<file path="src/rtl/bullet_scheduler.sv">
// Shared projectile slot pool: arbitrates two players' shoot requests into free slots
// with per-player cooldown, and steps every slot's position once per frame tick.
module bullet_scheduler #(
    parameter int NUM_SLOTS       = 4,
    parameter int COOLDOWN_FRAMES = 8,
    parameter int BULLET_SPEED    = 4,
    parameter int SCREEN_W        = 640,
    parameter int POS_BITS        = 10
) (
    input  logic                          clk_i,
    input  logic                          reset_i,
    input  logic                          frame_tick_i,
    input  logic                          player_1_shoot_i,
    input  logic                          player_2_shoot_i,
    input  logic [POS_BITS-1:0]           player_1_x_i,
    input  logic [POS_BITS-1:0]           player_1_y_i,
    input  logic [POS_BITS-1:0]           player_2_x_i,
    input  logic [POS_BITS-1:0]           player_2_y_i,
    output logic                          busy_o,
    output logic                          grant_1_o,
    output logic                          grant_2_o,
    output logic                          drop_o,
    output logic [NUM_SLOTS-1:0]          slot_valid_o,
    output logic [NUM_SLOTS-1:0]          slot_owner_o,
    output logic [NUM_SLOTS*POS_BITS-1:0] slot_x_o,
    output logic [NUM_SLOTS*POS_BITS-1:0] slot_y_o
);
    localparam int IDX_W = (NUM_SLOTS > 1) ? $clog2(NUM_SLOTS) : 1;
    localparam logic [IDX_W-1:0]    LAST_IDX  = IDX_W'(NUM_SLOTS - 1);
    localparam logic [POS_BITS:0]   SPEED_W   = (POS_BITS+1)'(BULLET_SPEED);
    localparam logic [POS_BITS-1:0] SPEED_N   = POS_BITS'(BULLET_SPEED);
    localparam logic [POS_BITS:0]   SCREEN_LIM = (POS_BITS+1)'(SCREEN_W);
    localparam logic [7:0]          COOLDOWN  = 8'(COOLDOWN_FRAMES);

    typedef enum logic {IDLE, UPDATE} state_t;

    state_t              state, state_next;
    logic [IDX_W-1:0]    idx, idx_next;
    logic [1:0]          shoot_q, pending, rise;
    logic [7:0]          cooldown [2];
    logic                prio;  // 0 = player 1 wins a tie
    logic [NUM_SLOTS-1:0] valid, owner;
    logic [POS_BITS-1:0] xs [NUM_SLOTS];
    logic [POS_BITS-1:0] ys [NUM_SLOTS];

    logic                arb, winner, have_free, kill;
    logic [IDX_W-1:0]    free_idx;
    logic [POS_BITS-1:0] spawn_x, spawn_y, cur_x, new_x;
    logic [POS_BITS:0]   sum;

    always_ff @(posedge clk_i or posedge reset_i) begin
        if (reset_i) begin
            state <= IDLE;
            idx   <= '0;
        end else begin
            state <= state_next;
            idx   <= idx_next;
        end
    end

    always_comb begin
        state_next = state;
        idx_next   = idx;
        case (state)
            IDLE: if (frame_tick_i) begin
                state_next = UPDATE;
                idx_next   = '0;
            end
            UPDATE: begin
                if (idx == LAST_IDX) begin
                    state_next = IDLE;
                    idx_next   = '0;
                end else begin
                    idx_next = idx + 1'b1;
                end
            end
            default: state_next = IDLE;
        endcase
    end

    always_comb begin
        rise      = {player_2_shoot_i, player_1_shoot_i} & ~shoot_q;
        arb       = (state == IDLE) && !frame_tick_i && (pending != 2'b00);
        winner    = (pending == 2'b11) ? prio : pending[1];
        spawn_x   = winner ? player_2_x_i : player_1_x_i;
        spawn_y   = winner ? player_2_y_i : player_1_y_i;
        have_free = 1'b0;
        free_idx  = '0;
        for (int i = NUM_SLOTS - 1; i >= 0; i--) begin
            if (!valid[i]) begin
                have_free = 1'b1;
                free_idx  = IDX_W'(i);
            end
        end
        // Movement is evaluated one bit wider so the right-edge test cannot wrap.
        cur_x = xs[idx];
        sum   = {1'b0, cur_x} + SPEED_W;
        kill  = owner[idx] ? ({1'b0, cur_x} < SPEED_W) : (sum >= SCREEN_LIM);
        new_x = owner[idx] ? (cur_x - SPEED_N) : sum[POS_BITS-1:0];
    end

    always_ff @(posedge clk_i or posedge reset_i) begin
        if (reset_i) begin
            shoot_q   <= '0;
            pending   <= '0;
            cooldown  <= '{default: '0};
            prio      <= 1'b0;
            valid     <= '0;
            owner     <= '0;
            xs        <= '{default: '0};
            ys        <= '{default: '0};
            grant_1_o <= 1'b0;
            grant_2_o <= 1'b0;
            drop_o    <= 1'b0;
        end else begin
            shoot_q   <= {player_2_shoot_i, player_1_shoot_i};
            grant_1_o <= 1'b0;
            grant_2_o <= 1'b0;
            drop_o    <= 1'b0;
            for (int p = 0; p < 2; p++) begin
                if (state == IDLE && frame_tick_i && cooldown[p] != 8'd0)
                    cooldown[p] <= cooldown[p] - 8'd1;
                if (rise[p] && cooldown[p] == 8'd0)
                    pending[p] <= 1'b1;
            end
            if (arb) begin
                pending[winner] <= 1'b0;
                if (have_free) begin
                    valid[free_idx]  <= 1'b1;
                    owner[free_idx]  <= winner;
                    xs[free_idx]     <= spawn_x;
                    ys[free_idx]     <= spawn_y;
                    cooldown[winner] <= COOLDOWN;
                    prio             <= ~winner;
                    if (winner) grant_2_o <= 1'b1;
                    else        grant_1_o <= 1'b1;
                end else begin
                    drop_o <= 1'b1;
                end
            end
            if (state == UPDATE && valid[idx]) begin
                if (kill) valid[idx] <= 1'b0;
                else      xs[idx]    <= new_x;
            end
        end
    end

    always_comb begin
        busy_o       = (state == UPDATE);
        slot_valid_o = valid;
        slot_owner_o = owner;
        slot_x_o     = '0;
        slot_y_o     = '0;
        for (int i = 0; i < NUM_SLOTS; i++) begin
            slot_x_o[i*POS_BITS +: POS_BITS] = xs[i];
            slot_y_o[i*POS_BITS +: POS_BITS] = ys[i];
        end
    end
endmodule

</file>
<file path="config.mk">
export PLATFORM = sky130hd
export DESIGN_NAME = bullet_scheduler
export DESIGN_NICKNAME = d
export VERILOG_FILES = /design/src/rtl/bullet_scheduler.sv
export SDC_FILE = /design/constraint.sdc
export NUM_CORES = 1
export LEC_CHECK = 0
export ABC_AREA = 0
export CAP_MARGIN = 20
export CORE_MARGIN = 2
export CORE_UTILIZATION = 55
export CTS_BUF_LIST = sky130_fd_sc_hd__clkbuf_16
export DETAILED_ROUTE_END_ITERATION = 7
export DONT_BUFFER_PORTS = 1
export GPL_TIMING_DRIVEN = 0
export MAX_ROUTING_LAYER = met4
export PLACE_DENSITY_LB_ADDON = 0.2
export RECOVER_POWER = 50
export SLEW_MARGIN = 10
export SYNTH_ARGS = -nofsm -noshare
export SYNTH_HDL_FRONTEND = slang
export SYNTH_SLANG_ARGS = --single-unit
export TNS_END_PERCENT = 50
</file>
<file path="constraint.sdc">
create_clock -name clk_i -period 4.3 [get_ports clk_i]
set_input_delay 1.29 -clock clk_i [delete_from_list [all_inputs] [get_ports clk_i]]
set_output_delay 1.29 -clock clk_i [all_outputs]
set_load 0.01 [all_outputs]
</file>
==> results of run 1 <==
kinds of logic (layout without fill, tap and decap cells):
kind of cell,Yosys count,after routing,share of synthesized area [%]
muxes,73,73,16.3
xor gates and xnor gates,17,17,2.60
DFF,115,115,50.2
buffers and inverters,41,76,2.97
and+or+nand+nor,168,168,13.7
adders and majority gates,10,10,2.18
AOI/OAI and AO/OA,120,120,12.0
how the worst max path moves through the flow:
| stage | to | from | slack (ns) |
|---|---|---|---|
| finish | slot_x_o[17] | idx[1] | 0.40 |
| global route | slot_x_o[37] | idx[1] | 0.29 |
| CTS | slot_x_o[35] | idx[0] | 0.71 |
| detailed placement | slot_y_o[27] | frame_tick_i | 0.53 |
| global placement | slot_y_o[15] | frame_tick_i | 0.59 |
| floorplan | slot_x_o[4] | idx[0] | 1.25 |
report_power, final:
| part | switching (uW) | internal [uW] |
|---|---|---|
| logic | 1260 | 922 |
| clock network | 481 | 952 |
| registers | 589 | 1510 |
sequential cells by signal, summed over array words and instances, names as in the netlist, 2 cells and up:
signal	cells
cooldown	16
idx	2
pending	2
shoot_q	2
slot_owner_o	4
slot_valid_o	4
slot_x_o	40
slot_y_o	40
per-layer routing:
| metal | track usage (%) | part of all wire, % |
|---|---|---|
| met3 | 8.15 | 8.2 |
| met4 | 12.2 | 2.8 |
| met2 | 47.0 | 50 |
| met1 | 37.5 | 39 |
| met5 | - | 0 |
final cells by class:
type | instances | area [um2] | area share [%]
Sequential cell | 115 | 2880 | 44.0
Multi-Input combinational cell | 388 | 2680 | 41.0
Clock buffer | 17 | 425 | 6.50
Clock inverter | 15 | 174 | 2.66
Tap cell | 136 | 170 | 2.60
Buffer | 24 | 105 | 1.61
Inverter | 17 | 65.1 | 0.994
Timing Repair Buffer | 3 | 43.8 | 0.669
per-stage QoR:
step	hold WS (ns)	util [%]	setup slack, ns	instance area [um2]
6_report	0.510	63.9	0.402	6540
5_1_grt	0.545	63.9	0.288	6540
4_1_cts	0.512	64.1	0.706	6560
3_5_place_dp	0.500	58.3	0.528	5960
3_3_place_gp	0.474	57.7	0.590	5900
2_1_floorplan	0.457	-	1.25	5730
critical path, stage by stage (launching register included):
cell      delay [ns]
dfrtp_1         0.60
clkbuf_1        0.60
mux4_2          0.47
ha_1            0.25
inv_1           0.08
o21ai_1         0.10
o311a_1         0.34
a22o_4          0.32
nor3_4          0.60
mux2_2          0.42
cell usage after synthesis (2+ instances only):
cell	number	area, um2
o22a_1	4	35.0
o21ai_0	14	70.1
a31oi_1	6	37.5
a41oi_1	3	26.3
nor2b_1	5	31.3
nand3_1	2	10.0
nor4_1	7	43.8
inv_1	17	63.8
mux4_2	13	293
a21oi_1	78	390
nor2_1	98	368
o32ai_1	4	35.0
nor3_4	4	65.1
nand2_1	26	97.6
xor2_1	4	35.0
nor3_1	8	40.0
ha_1	10	125
mux2_2	25	282
xnor2_1	13	114
buf_1	2	7.51
mux2i_1	28	280
dfrtp_1	115	2880
nand2b_1	3	18.8
buf_4	2	15.0
and2_1	4	25.0
mux2_1	7	78.8
clkbuf_1	18	67.6
a211oi_1	2	15.0
==> metrics.md, run 1 <==
| Metric | Value |
|---|---|
| Status | `complete, but fails checks` |
| Failing checks | `capacitance limit, slew limit` |
| Overflow after GRT | `0` |
| Hold Path Sink | `prio` |
| Reg2reg start | `idx[1]` |
| Clk_skew | `0.00485 ns` |
| Hold_sp | `prio` |
| Min-delay worst type | `reg2reg` |
| Detailed Place HPWL | `10,800 um` |
| CP Max Fanout | `10` |
| Flops & latches, synth | `roughly 120` |
| DRC errors left | `0` |
| Final TNS setup | `0 ns` |
| Unique masters post-synth | `50` |
| Max Fclk | `257 MHz` |
| Vias in the first global route | `~4,600` |
| Most frequent cells in the layout | `115 x dfrtp_1, 98 x nor2_1, 78 x a21oi_1` |
| Total die area | `between 0.01 and 0.015 mm2` |
| Core ar. | `between 0.01 and 0.015 mm2` |
| Via Count | `4,420` |
| Asr flop ratio synth | `100%` |
| Initial core utilization | `56.0%` |
| Fill cell count | `817` |
| RSZ-0062 raised after global routing | `no` |
| Tmin final | `3.90 ns` |
| Commonest non-fill, non-tap cell in the layout | `dfrtp_1` |
| CTS resizes | `0` |
| Total GRT Usage | `between 30% and 40%` |
| Synth Flop Type | `dfrtp_1` |
| Post-synth EDFFs | `0` |
| Clock-pin slew on the worst setup and hold paths | `0.05 ns` |
| Post-Layout Cell Count | `~700` |
| Data arrival, critical path | `4.18 ns` |
| Post CTS Setup Buffer Count | `0` |
| Total Nets Final | `between 600 and 700` |
| Num CTS Buffers | `17` |
| Die height | `106 um` |
| Port buffer count | `0` |
| Data required, critical path | `4.59 ns` |
| Max rail drop VDD | `325 uV` |
| Reg-to-reg endpoint | `slot_x_o[17]` |
| Die W | `106 um` |
| Post-synthesis sequential area ratio | `50.2%` |
| Final Hold Violating Endpoints | `0` |
| 1st-iter DRT viols | `283` |
| Syn_nets | `around 600` |
| Hold_buf cts | `0` |
| R2R Setup Slk | `0.40 ns` |
| Maximum capacitance violations | `1` |
| Placed Cells | `683` |
| Root buf cell | `clkbuf_16` |
| Ant. Diodes | `0` |
| Global-route wire length before repair | `24,800 um` |
| Maximum clock insertion buffer count | `2` |
| Synth-to-Final Area Change | `14.2%` |
| Final setup violation count | `0` |
| Htree depth | `4` |
| Cells after Synth | `544` |
| Clk sinks | `roughly 120` |
| Mapped Avg Cell Area | `~11 um2` |
| Drt via density | `about 6.2` |
| Worst-Margin Slew | `2.03 ns` |
| Pwr Total | `5720 uW` |
| Drt first pass iters | `5` |
| # IOs | `137` |
| TritonCTS clock tree | `yes` |
| Kind of critical path | `reg2reg` |
| P per Cell Area | `874 mW/mm2` |
| Row cnt | `37` |
| Final GP Congestion | `0.906` |
| Hold Path Stages | `2` |
| Cell area after synthesis | `0.00573 mm2` |
| Initial antenna violation count | `0` |
| Endpoint class of the critical path | `flop` |
| Reg2Reg Depth | `9` |
| Pin count of the biggest net entering global routing | `36` |
| Ys Warns | `0` |
| Headroom to the max-slew limit | `-35.6%` |
| Fin crit share | `90.6%` |
| Share of layout cells above drive strength 1 | `13.8%` |
| Slew Limit Fails | `34` |
| Leak | `0.00293 uW` |
| Total wire length | `15,700 um` |
| Post-DRT Antenna Nets | `0` |
| Routed len/inst | `22.0 um` |
| Clk_lat worst skew | `0.41 ns` |
| CP startpoint kind | `flop` |
Note: power is estimated with default switching activity, not from simulation.
==> run 2: changes to the inputs <==
--- a/config.mk
+++ b/config.mk
@@ -7,6 +7,7 @@
 export LEC_CHECK = 0
 export ABC_AREA = 0
 export CAP_MARGIN = 20
+export CORE_ASPECT_RATIO = 1.1
 export CORE_MARGIN = 2
 export CORE_UTILIZATION = 55
 export CTS_BUF_LIST = sky130_fd_sc_hd__clkbuf_16
==> constraint.sdc (replaced) <==
create_clock -name clk_i -period 4.3 [get_ports clk_i]
set_input_delay 0.86 -clock clk_i [delete_from_list [all_inputs] [get_ports clk_i]]
set_output_delay 0.86 -clock clk_i [all_outputs]
set_load 0.01 [all_outputs]
==> metrics.md, run 2 (synthesis results as in run 1) <==
| Metric | Value |
|---|---|
| Fin crit share | `89.4% (-1.2 points)` |
| Total Nets Final | `619 (-0.32%)` |
| Row cnt | `39 (+5.4%)` |
| Post-layout util | `63.0% (-0.94 points)` |
| Clk_lat worst skew | `0.42 ns (about the same)` |
| Post CTS Setup Buffer Count | `0 (unchanged)` |
| Num CTS Buffers | `17 (unchanged)` |
| Final GP Congestion | `0.976 (+7.7%)` |
| Total die area | `0.0113 mm2 (about the same)` |
| 1st-iter DRT viols | `292 (+3.2%)` |
| Fill cell count | `846 (+3.5%)` |
| Sequential Power Share | `37.4% (+0.6 points)` |
| Kind of critical path | `reg2reg` |
| Endpoint class of the critical path | `flop` |
| Port buffer count | `0 (unchanged)` |
| Tmin final | `3.85 ns (-0.0517 ns)` |
| R2R Setup Slk | `0.45 ns (+0.05 ns)` |
| Failing checks | `capacitance limit, slew limit` |
| Leak | `0.00290 uW (-1.1%)` |
| Post-Layout Cell Count | `700 (-2.1%)` |
| Die W | `101 um (-4.5%)` |
| Drt via density | `6.34 (+2.5%)` |
| Total wire length | `15,500 um (-1.4%)` |
| CTS resizes | `0 (unchanged)` |
| Root buf cell | `clkbuf_16` |
| Multi-input gate area | `0.00268 mm2 (unchanged)` |
| Reg2Reg Depth | `9 (unchanged)` |
| RSZ-0062 raised after global routing | `no` |
| Clk pwr share | `24.0% (-1.1 points)` |
| Final setup violation count | `0 (unchanged)` |
| Net Sw Frac | `41.7% (+0.93 points)` |
| Die height | `111 um (+4.7%)` |
| Pin count of the biggest net entering global routing | `62 (+72%)` |
| Placed Cells | `668 (-2.2%)` |
| Hold_buf cts | `0 (unchanged)` |
| CP Max Fanout | `10 (unchanged)` |
| Clock-pin slew on the worst setup and hold paths | `0.05 ns (about the same)` |
| Initial core utilization | `55.9% (-0.089 points)` |
| Data arrival, critical path | `4.14 ns (-0.04 ns)` |
| Via Count | `4,436 (+0.36%)` |
| Max Fclk | `260 MHz (+1.3%)` |
| Most frequent cells in the layout | `115 x dfrtp_1, 98 x nor2_1, 78 x a21oi_1` |
| Status | `complete, but fails checks` |
| Synth-to-Final Area Change | `12.7%` |
| Hold Path Stages | `0 (-2)` |
| Hold Path Sink | `shoot_q[0]` |
| Drt first pass iters | `5 (unchanged)` |
| Post-DRT Antenna Nets | `0 (unchanged)` |
| Hold_sp | `player_1_shoot_i` |
| Vias in the first global route | `4,548 (-1.2%)` |
| TritonCTS clock tree | `yes` |
| Initial antenna violation count | `0 (unchanged)` |
| Min-delay worst type | `in2reg` |
| Internal power | `3270 uW (-3.3%)` |
| Combinational share of power | `38.7% (+0.5 points)` |
| Global-route wire length before repair | `24,700 um (about the same)` |
| Htree depth | `4 (unchanged)` |
| Headroom to the max-slew limit | `-81.5% (-46 points)` |
| Share of layout cells above drive strength 1 | `14.2% (+0.39 points)` |
| Worst hold slack | `0.473 ns (-0.0366 ns)` |
| Final Hold Violating Endpoints | `0 (unchanged)` |
| Data required, critical path | `4.59 ns (about the same)` |
| Register area | `0.00288 mm2 (unchanged)` |
| Maximum capacitance violations | `1 (unchanged)` |
| DRC errors left | `0 (unchanged)` |
| Ant. Diodes | `0 (unchanged)` |
| Overflow after GRT | `0 (unchanged)` |
| Routed len/inst | `22.2 um (+0.67%)` |
| P per Cell Area | `870 mW/mm2 (-0.48%)` |
| Detailed Place HPWL | `10,700 um (-1.1%)` |
| CP startpoint kind | `flop` |
| Core ar. | `0.0102 mm2 (+0.16%)` |
| Total GRT Usage | `30.2% (+0.11 points)` |
| Reg-to-reg endpoint | `slot_x_o[17]` |
| Slew Limit Fails | `62 (+82%)` |
| Reg2reg start | `idx[1]` |
| # IOs | `137 (unchanged)` |
| Worst-Margin Slew | `2.71 ns (+0.673 ns)` |
| Clk sinks | `115 (unchanged)` |
| Clk_skew | `0.00812 ns (+0.00327 ns)` |
| Commonest non-fill, non-tap cell in the layout | `dfrtp_1` |
| Max rail drop VDD | `406 uV (+25%)` |
| Maximum clock insertion buffer count | `2 (unchanged)` |
| Sw power | `2340 uW (+0.46%)` |
==> run 2: changes by cell type in the layout (fill, tap and decap cells not counted) <==
| cell | previous run | this run |
|---|---|---|
| buf_12 | 2 | 0 |
| bufinv_16 | 4 | 2 |
| clkinv_1 | 3 | 1 |
| clkinv_4 | 1 | 3 |
| inv_6 | 0 | 2 |
| clkbuf_1 | 20 | 19 |
| clkbuf_2 | 0 | 1 |
| clkinv_2 | 3 | 4 |
| inv_1 | 19 | 18 |
==> run 2: power by group through the flow <==
stage	Clock, uW	Combinational (uW)	Sequential (uW)
3_3_place_gp	0	2040	2090
3_5_place_dp	0	2140	2100
4_1_cts	1360	2150	2090
5_1_grt	1420	2400	2150
6_report	1350	2170	2100
2_1_floorplan	0	1700	1950
==> run 2: stage by stage <==
step	instance area, um2	setup slack (ns)	setup TNS (ns)	power (uW)
after detailed placement	5920	0.756	0	4240
final	6460	0.454	0	5620
after global routing	6460	0.293	0	5970
after CTS	6480	0.744	0	5610
after global placement	5880	-0.782	-88.97	4130
after floorplan	5730	0.396	0	3650
==> run 2: final cells by class <==
type | instances | share of cell area, %
clock buffers | 17 | 6.59
well taps | 123 | 2.38
clock inverters | 15 | 2.21
repair buffers | 1 | 0.0775
flip-flops and latches | 115 | 44.6
multi-input cells | 388 | 41.5
inverters | 17 | 1.01
plain buffers | 24 | 1.63
==> run 2: how the worst max path moves through the flow <==
stage / depth (start not counted) / endpoint / slack, ns / start
2_1_floorplan: 1 / busy_o / 0.40 / reset_i
3_3_place_gp: 1 / slot_x_o[36] / -0.78 / reset_i
3_5_place_dp: 10 / slot_x_o[18] / 0.76 / idx[0]
4_1_cts: 10 / slot_x_o[17] / 0.74 / idx[0]
5_1_grt: 2 / slot_x_o[37] / 0.29 / reset_i
6_report: 9 / slot_x_o[17] / 0.45 / idx[1]
==> run 2: metal layers <==
| layer | global-route usage [%] | vias up | part of all wire (%) |
|---|---|---|---|
| li1 | - | 1973 | - |
| met1 | 37.3 | 2162 | 38 |
| met3 | 9.84 | 31 | 11 |
| met5 | - | - | 0 |
| met2 | 45.1 | 270 | 49 |
| met4 | 13.8 | 0 | 2.0 |
==> run 2: critical path, stage by stage (launching register included) <==
cell	delay, ns
dfrtp_1	0.58
clkbuf_1	0.60
mux4_2	0.48
ha_1	0.24
inv_1	0.07
o21ai_1	0.09
o311a_1	0.31
a22o_4	0.31
nor3_4	0.60
mux2_2	0.42
==> run 3: changes to the inputs <==
--- a/config.mk
+++ b/config.mk
@@ -9,10 +9,11 @@
 export CAP_MARGIN = 20
 export CORE_ASPECT_RATIO = 1.1
 export CORE_MARGIN = 2
-export CORE_UTILIZATION = 55
+export CORE_UTILIZATION = 30
 export CTS_BUF_LIST = sky130_fd_sc_hd__clkbuf_16
 export DETAILED_ROUTE_END_ITERATION = 7
 export DONT_BUFFER_PORTS = 1
+export GPL_ROUTABILITY_DRIVEN = 0
 export GPL_TIMING_DRIVEN = 0
 export MAX_ROUTING_LAYER = met4
 export PLACE_DENSITY_LB_ADDON = 0.2
==> metrics.md, run 3 (synthesis results as in run 1) <==
| Metric | Value |
|---|---|
| Status | `complete, but fails checks` |
| Failing checks | `capacitance limit, slew limit` |
| Slew Limit Fails | `118 (+90%)` |
| # IOs | `137 (unchanged)` |
| Clk sinks | `115 (unchanged)` |
| Pwr Total | `5820 uW (+3.6%)` |
| Min-delay worst type | `in2reg` |
| P per Cell Area | `870 mW/mm2 (about the same)` |
| Final Worst Setup Slack | `0.666 ns (+0.212 ns)` |
| Reg-to-reg endpoint | `slot_x_o[19]` |
| Maximum clock insertion buffer count | `2 (unchanged)` |
| Total die area | `0.0202 mm2 (+80%)` |
| TritonCTS clock tree | `yes` |
| Worst hold slack | `0.475 ns (+0.00176 ns)` |
| CTS resizes | `0 (unchanged)` |
| Clk_lat worst skew | `0.41 ns (about the same)` |
| Detailed Place HPWL | `11,900 um (+11%)` |
| Hold_sp | `player_1_shoot_i` |
| Max Fclk | `275 MHz (+5.8%)` |
| Reg2reg start | `idx[1]` |
| Hold Path Stages | `0 (unchanged)` |
| Fin crit share | `84.5% (-4.9 points)` |
| Via Count | `4,299 (-3.1%)` |
| Initial antenna violation count | `0 (unchanged)` |
| Root buf cell | `clkbuf_16` |
| Hold Path Sink | `shoot_q[0]` |
| Reg2Reg Depth | `9 (unchanged)` |
| Internal power | `3410 uW (+4.3%)` |
| Global-route wire length before repair | `26,100 um (+5.6%)` |
| Num CTS Buffers | `17 (unchanged)` |
| Data required, critical path | `4.59 ns (about the same)` |
| Routed len/inst | `20.9 um (-5.9%)` |
| DRC errors left | `0 (unchanged)` |
| Headroom to the max-slew limit | `-59.0% (+23 points)` |
| Kind of critical path | `reg2reg` |
| 1st-iter DRT viols | `286 (-2.1%)` |
| Row cnt | `53 (+36%)` |
| Sequential Power Share | `36.3% (-1.1 points)` |
| Post CTS Setup Buffer Count | `0 (unchanged)` |
| Vias in the first global route | `4,442 (-2.3%)` |
| Sw power | `2400 uW (+2.5%)` |
| Dpl ws | `0.648 ns (-0.108 ns)` |
| Most frequent cells in the layout | `115 x dfrtp_1, 98 x nor2_1, 78 x a21oi_1` |
| Max rail drop VDD | `316 uV (-22%)` |
| Drt first pass iters | `4 (-1)` |
| CP startpoint kind | `flop` |
| Combinational share of power | `37.1% (-1.6 points)` |
| CP Max Fanout | `10 (unchanged)` |
| Total Nets Final | `619 (unchanged)` |
| Htree depth | `4 (unchanged)` |
| Hold_buf cts | `0 (unchanged)` |
| Net Sw Frac | `41.3% (-0.41 points)` |
| Share of layout cells above drive strength 1 | `14.9% (+0.69 points)` |
| Clk pwr share | `26.6% (+2.6 points)` |
| Overflow after GRT | `0 (unchanged)` |
| Endpoint class of the critical path | `flop` |
| Ant. Diodes | `0 (unchanged)` |
| Final setup violation count | `0 (unchanged)` |
| Initial core utilization | `30.3% (-26 points)` |
| Post-DRT Antenna Nets | `0 (unchanged)` |
| Synth-to-Final Area Change | `16.7%` |
| Tmin final | `3.63 ns (-0.212 ns)` |
| Clock-pin slew on the worst setup and hold paths | `0.06 ns (about the same)` |
| Pin count of the biggest net entering global routing | `63 (+1.6%)` |
| Maximum capacitance violations | `2 (+1)` |
| Die height | `149 um (+34%)` |
| Die W | `136 um (+34%)` |
| Commonest non-fill, non-tap cell in the layout | `dfrtp_1` |
| Final Hold Violating Endpoints | `0 (unchanged)` |
| RSZ-0062 raised after global routing | `no` |
| Port buffer count | `0 (unchanged)` |
| Drt via density | `5.22 (-18%)` |
| Data arrival, critical path | `3.92 ns (-0.22 ns)` |
| Core ar. | `0.0189 mm2 (+84%)` |
| Total GRT Usage | `18.0% (-12 points)` |
| Worst-Margin Slew | `2.37 ns (-0.336 ns)` |
| Leak | `0.00292 uW (+0.98%)` |
| Clk_skew | `0.0111 ns (+0.00293 ns)` |
| Total wire length | `17,200 um (+11%)` |
| R2R Setup Slk | `0.67 ns (+0.21 ns)` |
-- run 3: changes by cell type in the layout (fill, tap and decap cells not counted) --
cell       previous run  this run
clkinv_4              3         0
bufinv_16             2         4
inv_1                18        16
inv_6                 2        10
and2_1                3         4
clkbuf_1             19        18
buf_2                 0         1
and2_0                1         0
clkinv_2              4         0
clkinv_1              1         0
-- run 3: area by class of cell --
| type | count | area [um2] |
|---|---|---|
| inverter | 17 | 65.1 |
| tap | 247 | 309 |
| multi-input combinational | 388 | 2680 |
| timing repair buffer | 1 | 5.00 |
| clock inverter | 15 | 215 |
| sequential | 115 | 2880 |
| buffer | 24 | 106 |
| fill | 1922 | 12200 |
| clock buffer | 17 | 425 |
-- run 3: routing by layer --
metal  up-vias  part of all wire [%]  track usage, %
met5         -                     0               -
met4         0                   1.1            5.78
met3        15                   9.6            7.20
met2       169                    47            27.0
met1      2148                    42            22.1
li1       1967                     -               -
-- run 3: through the flow --
stage / TNS [ns] / area [um2] / util, % / instances
5_1_grt: 0 / 6690 / 35.4 / 824
4_1_cts: 0 / 6710 / 35.5 / 824
6_report: 0 / 6690 / 35.4 / 824
2_1_floorplan: 0 / 5730 / - / 544
3_3_place_gp: -109.63 / 6040 / 31.9 / 791
3_5_place_dp: 0 / 6070 / 32.1 / 792
-- run 3: how the worst max path moves through the flow --
stage                       startpoint      endpoint  slack [ns]  depth (start not counted)
final                           idx[1]  slot_x_o[19]        0.67                          9
after global routing           reset_i   slot_x_o[0]        0.33                          2
after CTS                       idx[0]  slot_x_o[19]        0.71                         10
after detailed placement  frame_tick_i  slot_y_o[16]        0.65                          7
after global placement         reset_i  slot_x_o[15]       -0.96                          1
after floorplan                reset_i        busy_o        0.40                          1
-- run 3: critical path: stages, from the launching register on --
cell and delay (ns):
dfrtp_1 0.62, buf_2 0.40, mux4_2 0.41, ha_1 0.24, inv_1 0.07, o21ai_1 0.08
o311a_1 0.31, a22o_4 0.31, nor3_4 0.63, mux2_2 0.42
-- run 3: power groups by stage --
stage	Clock, uW	Combinational [uW]	Sequential, uW
detailed placement	0	2160	2130
global placement	0	2090	2120
floorplan	0	1700	1950
finish	1550	2160	2110
CTS	1580	2170	2120
global route	1630	2400	2180
==> edit 1 (flow settings as in run 1) <==
The parameter `COOLDOWN_FRAMES` goes from 8 to 6.
--- a/src/rtl/bullet_scheduler.sv
+++ b/src/rtl/bullet_scheduler.sv
@@ -2,7 +2,7 @@
 // with per-player cooldown, and steps every slot's position once per frame tick.
 module bullet_scheduler #(
     parameter int NUM_SLOTS       = 4,
-    parameter int COOLDOWN_FRAMES = 8,
+    parameter int COOLDOWN_FRAMES = 6,
     parameter int BULLET_SPEED    = 4,
     parameter int SCREEN_W        = 640,
     parameter int POS_BITS        = 10
Behaviour: same outputs for any inputs over 4 cycles, from zero or initial values and one cycle with reset_i high; that may be too few to reach the edited logic, so the function may still have changed.
==> edit 1 against run 1 <==
The run still ends with max-capacitance violations, max-slew violations left. Synthesized cell count rose by 2.0%. Sequential share of layout area is 0.27 points lower. Hold slack got worse by 0.011 ns. Fmax rose by 16%. Area after synthesis is 0.28% higher. Setup slack better by 0.53 ns. Power grew 1.3%. Design area rose by 0.61%. Sequential cell count unchanged. Non-clock buffer count up 9. Wire length shrank 1.0%. Critical endpoint is now slot_x_o[24]. Largest power group unchanged.
==> edit 1: results (changes against run 1) <==
routed vias 4587 (was 4420); post-DP HPWL 10.8 mm (about the same); RePlAce Congestion 0.893 (was 0.906); register area share after synthesis 0.501 (was 0.502); xor/xnor cell area share of the yosys netlist 0.0244 (was 0.0260); Synth area leaders dfrtp_1, mux2i_1, a21oi_1 (was dfrtp_1, a21oi_1, nor2_1); mux cell area share after synthesis 0.149 (was 0.163); Synth top area share 0.501 (was 0.502); end of the critical path slot_x_o[24] (was slot_x_o[17]); FF-to-FF Start idx[1] (unchanged); status finished, violations left (unchanged); final setup skew 0.00816 ns (was 0.00485 ns); Non-clock buffers, area share 0.0291 (was 0.0228); Distinct cells, synth 47 (was 50); pin count of the biggest net entering global routing 40 (was 36); vias in the first global route 4655 (was 4605); syn nets 610 (was 599); failing checks max-capacitance violations, max-slew violations (unchanged); GR Util met1 0.380 (was 0.375); Synth Area in Compound Gates 0.138 (was 0.120); CP arrival 3.70 ns (was 4.18 ns); nets@finish 632 (was 621); met3 GRT Util 0.0846 (was 0.0815); adder-cell area share of the yosys netlist 0.0218 (about the same); WL met3 1.49 mm (was 1.29 mm); GRT Total Usage 0.299 (was 0.301); WL per Instance 21.5 um (was 22.0 um); met2 usage 0.461 (was 0.470); Multi-In Gates 389 (was 388); filler instances 804 (was 817); clk tree area frac 0.0971 (was 0.0916); sequential cell count 115 (unchanged); Pleak 3.02 nW (was 2.93 nW); worst-case headroom to the max-slew limit -0.0547 (was -0.356); Worst R2R Path Depth 9 (unchanged); WL met1 6.21 mm (about the same); VDD IR max 412 uV (was 325 uV); first-pass GRT wire length 24.9 mm (was 24.8 mm); maxcap violations 1 (unchanged); First DRT Iteration DRCs 360 (was 283); Non-clock inverters 18 (was 17); Highest Signal Layer met4 (unchanged); fin. max-slew vios 31 (was 34); share of cells above drive strength 1 0.107 (was 0.138); most common library cells after synthesis dfrtp_1, nor2_1, mux2i_1 (was dfrtp_1, nor2_1, a21oi_1); r2r setup slk 0.93 ns (was 0.40 ns)
==> edit 1: power breakdown <==
group          switching (mW)  internal (mW)  total [mW]
Sequential              0.586           1.52        2.11
Clock                   0.508           1.02        1.53
Combinational            1.30          0.861        2.16
Total                    2.39           3.40        5.79
==> edit 1: critical path: stages, from the launching register on <==
cell       delay (ns)
dfrtp_1          0.38
buf_2            0.23
clkbuf_1         0.63
mux4_2           0.46
ha_1             0.24
o41ai_1          0.44
a22oi_2          0.23
o2111ai_2        0.23
buf_6            0.21
mux2i_1          0.22
==> edit 1: per-stage QoR <==
stage | hold WS [ns] | worst slack (ns) | power [mW] | std cells | cell area, sq um
final | 0.499 | 0.929 | 5.79 | 726 | 6580
after global routing | 0.523 | 0.751 | 6.12 | 726 | 6580
after CTS | 0.506 | 1.15 | 5.79 | 726 | 6620
after detailed placement | 0.494 | 0.852 | 4.24 | 694 | 5980
after global placement | 0.474 | 0.918 | 4.11 | 691 | 5920
after floorplan | 0.461 | 1.54 | 3.65 | 555 | 5750
==> edit 2 (settings of run 1) <==
Without the edit above. Make the reset (`reset_i`) synchronous in 2 clocked blocks.
--- a/src/rtl/bullet_scheduler.sv
+++ b/src/rtl/bullet_scheduler.sv
@@ -48,7 +48,7 @@
     logic [POS_BITS-1:0] spawn_x, spawn_y, cur_x, new_x;
     logic [POS_BITS:0]   sum;
 
-    always_ff @(posedge clk_i or posedge reset_i) begin
+    always_ff @(posedge clk_i) begin
         if (reset_i) begin
             state <= IDLE;
             idx   <= '0;
@@ -99,7 +99,7 @@
         new_x = owner[idx] ? (cur_x - SPEED_N) : sum[POS_BITS-1:0];
     end
 
-    always_ff @(posedge clk_i or posedge reset_i) begin
+    always_ff @(posedge clk_i) begin
         if (reset_i) begin
             shoot_q   <= '0;
             pending   <= '0;
Check against the original RTL: differs if reset_i is asserted again (counterexample within 4 cycles, from zero or initial values and one cycle with reset_i high); with reset_i held inactive, the same outputs for 10 cycles.
==> edit 2 against run 1 <==
Clock skew grew 0.0019 ns. Design area shrank 3.6%. Sequential cell count is the same. Die area shrank 2.3%. Area after synthesis shrank 2.4%. Wire length grew 4.1%. Setup slack gained 0.31 ns. Critical endpoint is now slot_y_o[19].
Power is not compared: it rests on default switching activity, and its combinational part moved more than twofold at a synthesized area within 25%.
==> edit 2: results (changes against run 1) <==
fraction of registers with async set or reset after synthesis 0 (was 1.00); WL met3 1.71 mm (was 1.29 mm); most common library cells after synthesis dfxtp_1, nor2_1, a211oi_1 (was dfrtp_1, nor2_1, a21oi_1); CTS Buf Count 17 (unchanged); filler instances 849 (was 817); met2 routed WL 7.92 mm (was 7.80 mm); register area share after synthesis 0.412 (was 0.502); crit-path leading delay family simple AND/OR/NAND/NOR gates (was multiplexers); HP Class register to register (unchanged); Int Pwr 2.40 mW; Worst-path clk slew 0.06 ns; first-pass GRT wire length 25.4 mm (was 24.8 mm); H-tree Lvls 4 (unchanged); Max stage delay on crit path 0.64 ns (was 0.60 ns); slowest cell on the critical path nor3b_1 (was dfrtp_1); Distinct cells, synth 52 (was 50); clk root buf clkbuf_16 (unchanged); clk buf depth 2 (unchanged); Main synth FF type dfxtp_1 (was dfrtp_1); final setup skew 0.00679 ns (was 0.00485 ns); post-DP HPWL 11.8 mm (was 10.8 mm); RePlAce Congestion 0.913 (was 0.906); nets@finish 654 (was 621); Highest Signal Layer met4 (unchanged); instance area after placement 5760 sq um (was 5960 sq um); initial antenna violation count 0 (unchanged); Pleak 2.15 nW; Setup Fix Bufs, Post-CTS 0 (unchanged); WL per Instance 22.0 um (about the same); CP Max Fanout 10 (unchanged); pin count of the biggest net entering global routing 17 (was 36); number of vias per cell 6.37 (was 6.18); GRT Total Usage 0.307 (was 0.301); Clock Latency Late Sink 0.41 ns (about the same); CTS resizes 0 (unchanged); syn nets 635 (was 599); post-route ant nets 0 (unchanged); share of cells above drive strength 1 0.140 (was 0.138); port bufs 0 (unchanged); WL met1 6.39 mm (was 6.21 mm); VDD IR max 308 uV; ant diodes 0 (unchanged); CP arrival 3.91 ns (was 4.18 ns); Synth area leaders dfxtp_1, a211oi_1, nor2_1 (was dfrtp_1, a21oi_1, nor2_1); worst-case headroom to the max-slew limit 0.332 (was -0.356); status finished, final reports clean (was finished, violations left); vias in the first global route 4666 (was 4605); Pre-antenna DRT Iters 5 (unchanged); First DRT Iteration DRCs 387 (was 283); synth warn 0 (unchanged)
[edit 2: area by class of cell]
cell class / count / area (sq um) / share of cell area
flip-flops and latches: 115 / 2300 / 0.365
inverters: 15 / 56.3 / 0.00893
clock buffers: 17 / 425 / 0.0675
clock inverters: 15 / 119 / 0.0189
multi-input cells: 415 / 3090 / 0.490
well taps: 133 / 166 / 0.0264
plain buffers: 36 / 148 / 0.0234
[edit 2: layer usage]
metal	global-route usage	vias up
li1	-	2176
met1	0.360	2278
met2	0.496	255
met3	0.0986	44
met4	0.110	0
met5	-	-
[edit 2: stage by stage]
stage | power [mW] | util | hold slack (ns) | instances | worst slack, ns
2_1_floorplan | 2.14 | - | 0.462 | 581 | 1.20
5_1_grt | 3.86 | 0.642 | 0.533 | 746 | 0.407
3_5_place_dp | 2.39 | 0.587 | 0.497 | 714 | 0.309
4_1_cts | 3.68 | 0.642 | 0.513 | 746 | 0.742
3_3_place_gp | 2.35 | 0.587 | 0.477 | 714 | 0.426
6_report | 3.69 | 0.642 | 0.513 | 746 | 0.713
[edit 2: worst min-delay path, stage by stage (launching register included)]
cell and delay, ns:
dfxtp_1 0.33, o31ai_1 0.07, a21oi_1 0.06
[edit 2: worst paths after layout]
path / end / slack [ns] / cells after the start / startpoint
max: slot_y_o[19] / 0.71 / 7 / frame_tick_i
min: cooldown[15] / 0.51 / 2 / cooldown[15]
max reg2reg: slot_x_o[0] / 0.76 / 7 / idx[1]
min reg2reg: cooldown[15] / 0.51 / 2 / cooldown[15]
[edit 2: cell families after synthesis]
kind of cell             Yosys count  share of synthesized area
XOR/XNOR                          19                     0.0297
adder cells (fa/ha/maj)            9                     0.0201
flip-flops                       115                      0.412
AO/OA/AOI/OAI                    128                      0.174
multiplexers                      78                      0.175
buffers and inverters             51                     0.0365
AND/OR/NAND/NOR                  181                      0.153
[edit 2: power groups by stage]
stage | clock (mW) | combinational [mW] | sequential, mW
after detailed placement | 0 | 0.994 | 1.39
after floorplan | 0 | 0.791 | 1.35
after global routing | 1.36 | 1.12 | 1.39
after global placement | 0 | 0.960 | 1.39
final | 1.31 | 1.01 | 1.37
after CTS | 1.30 | 1.00 | 1.37
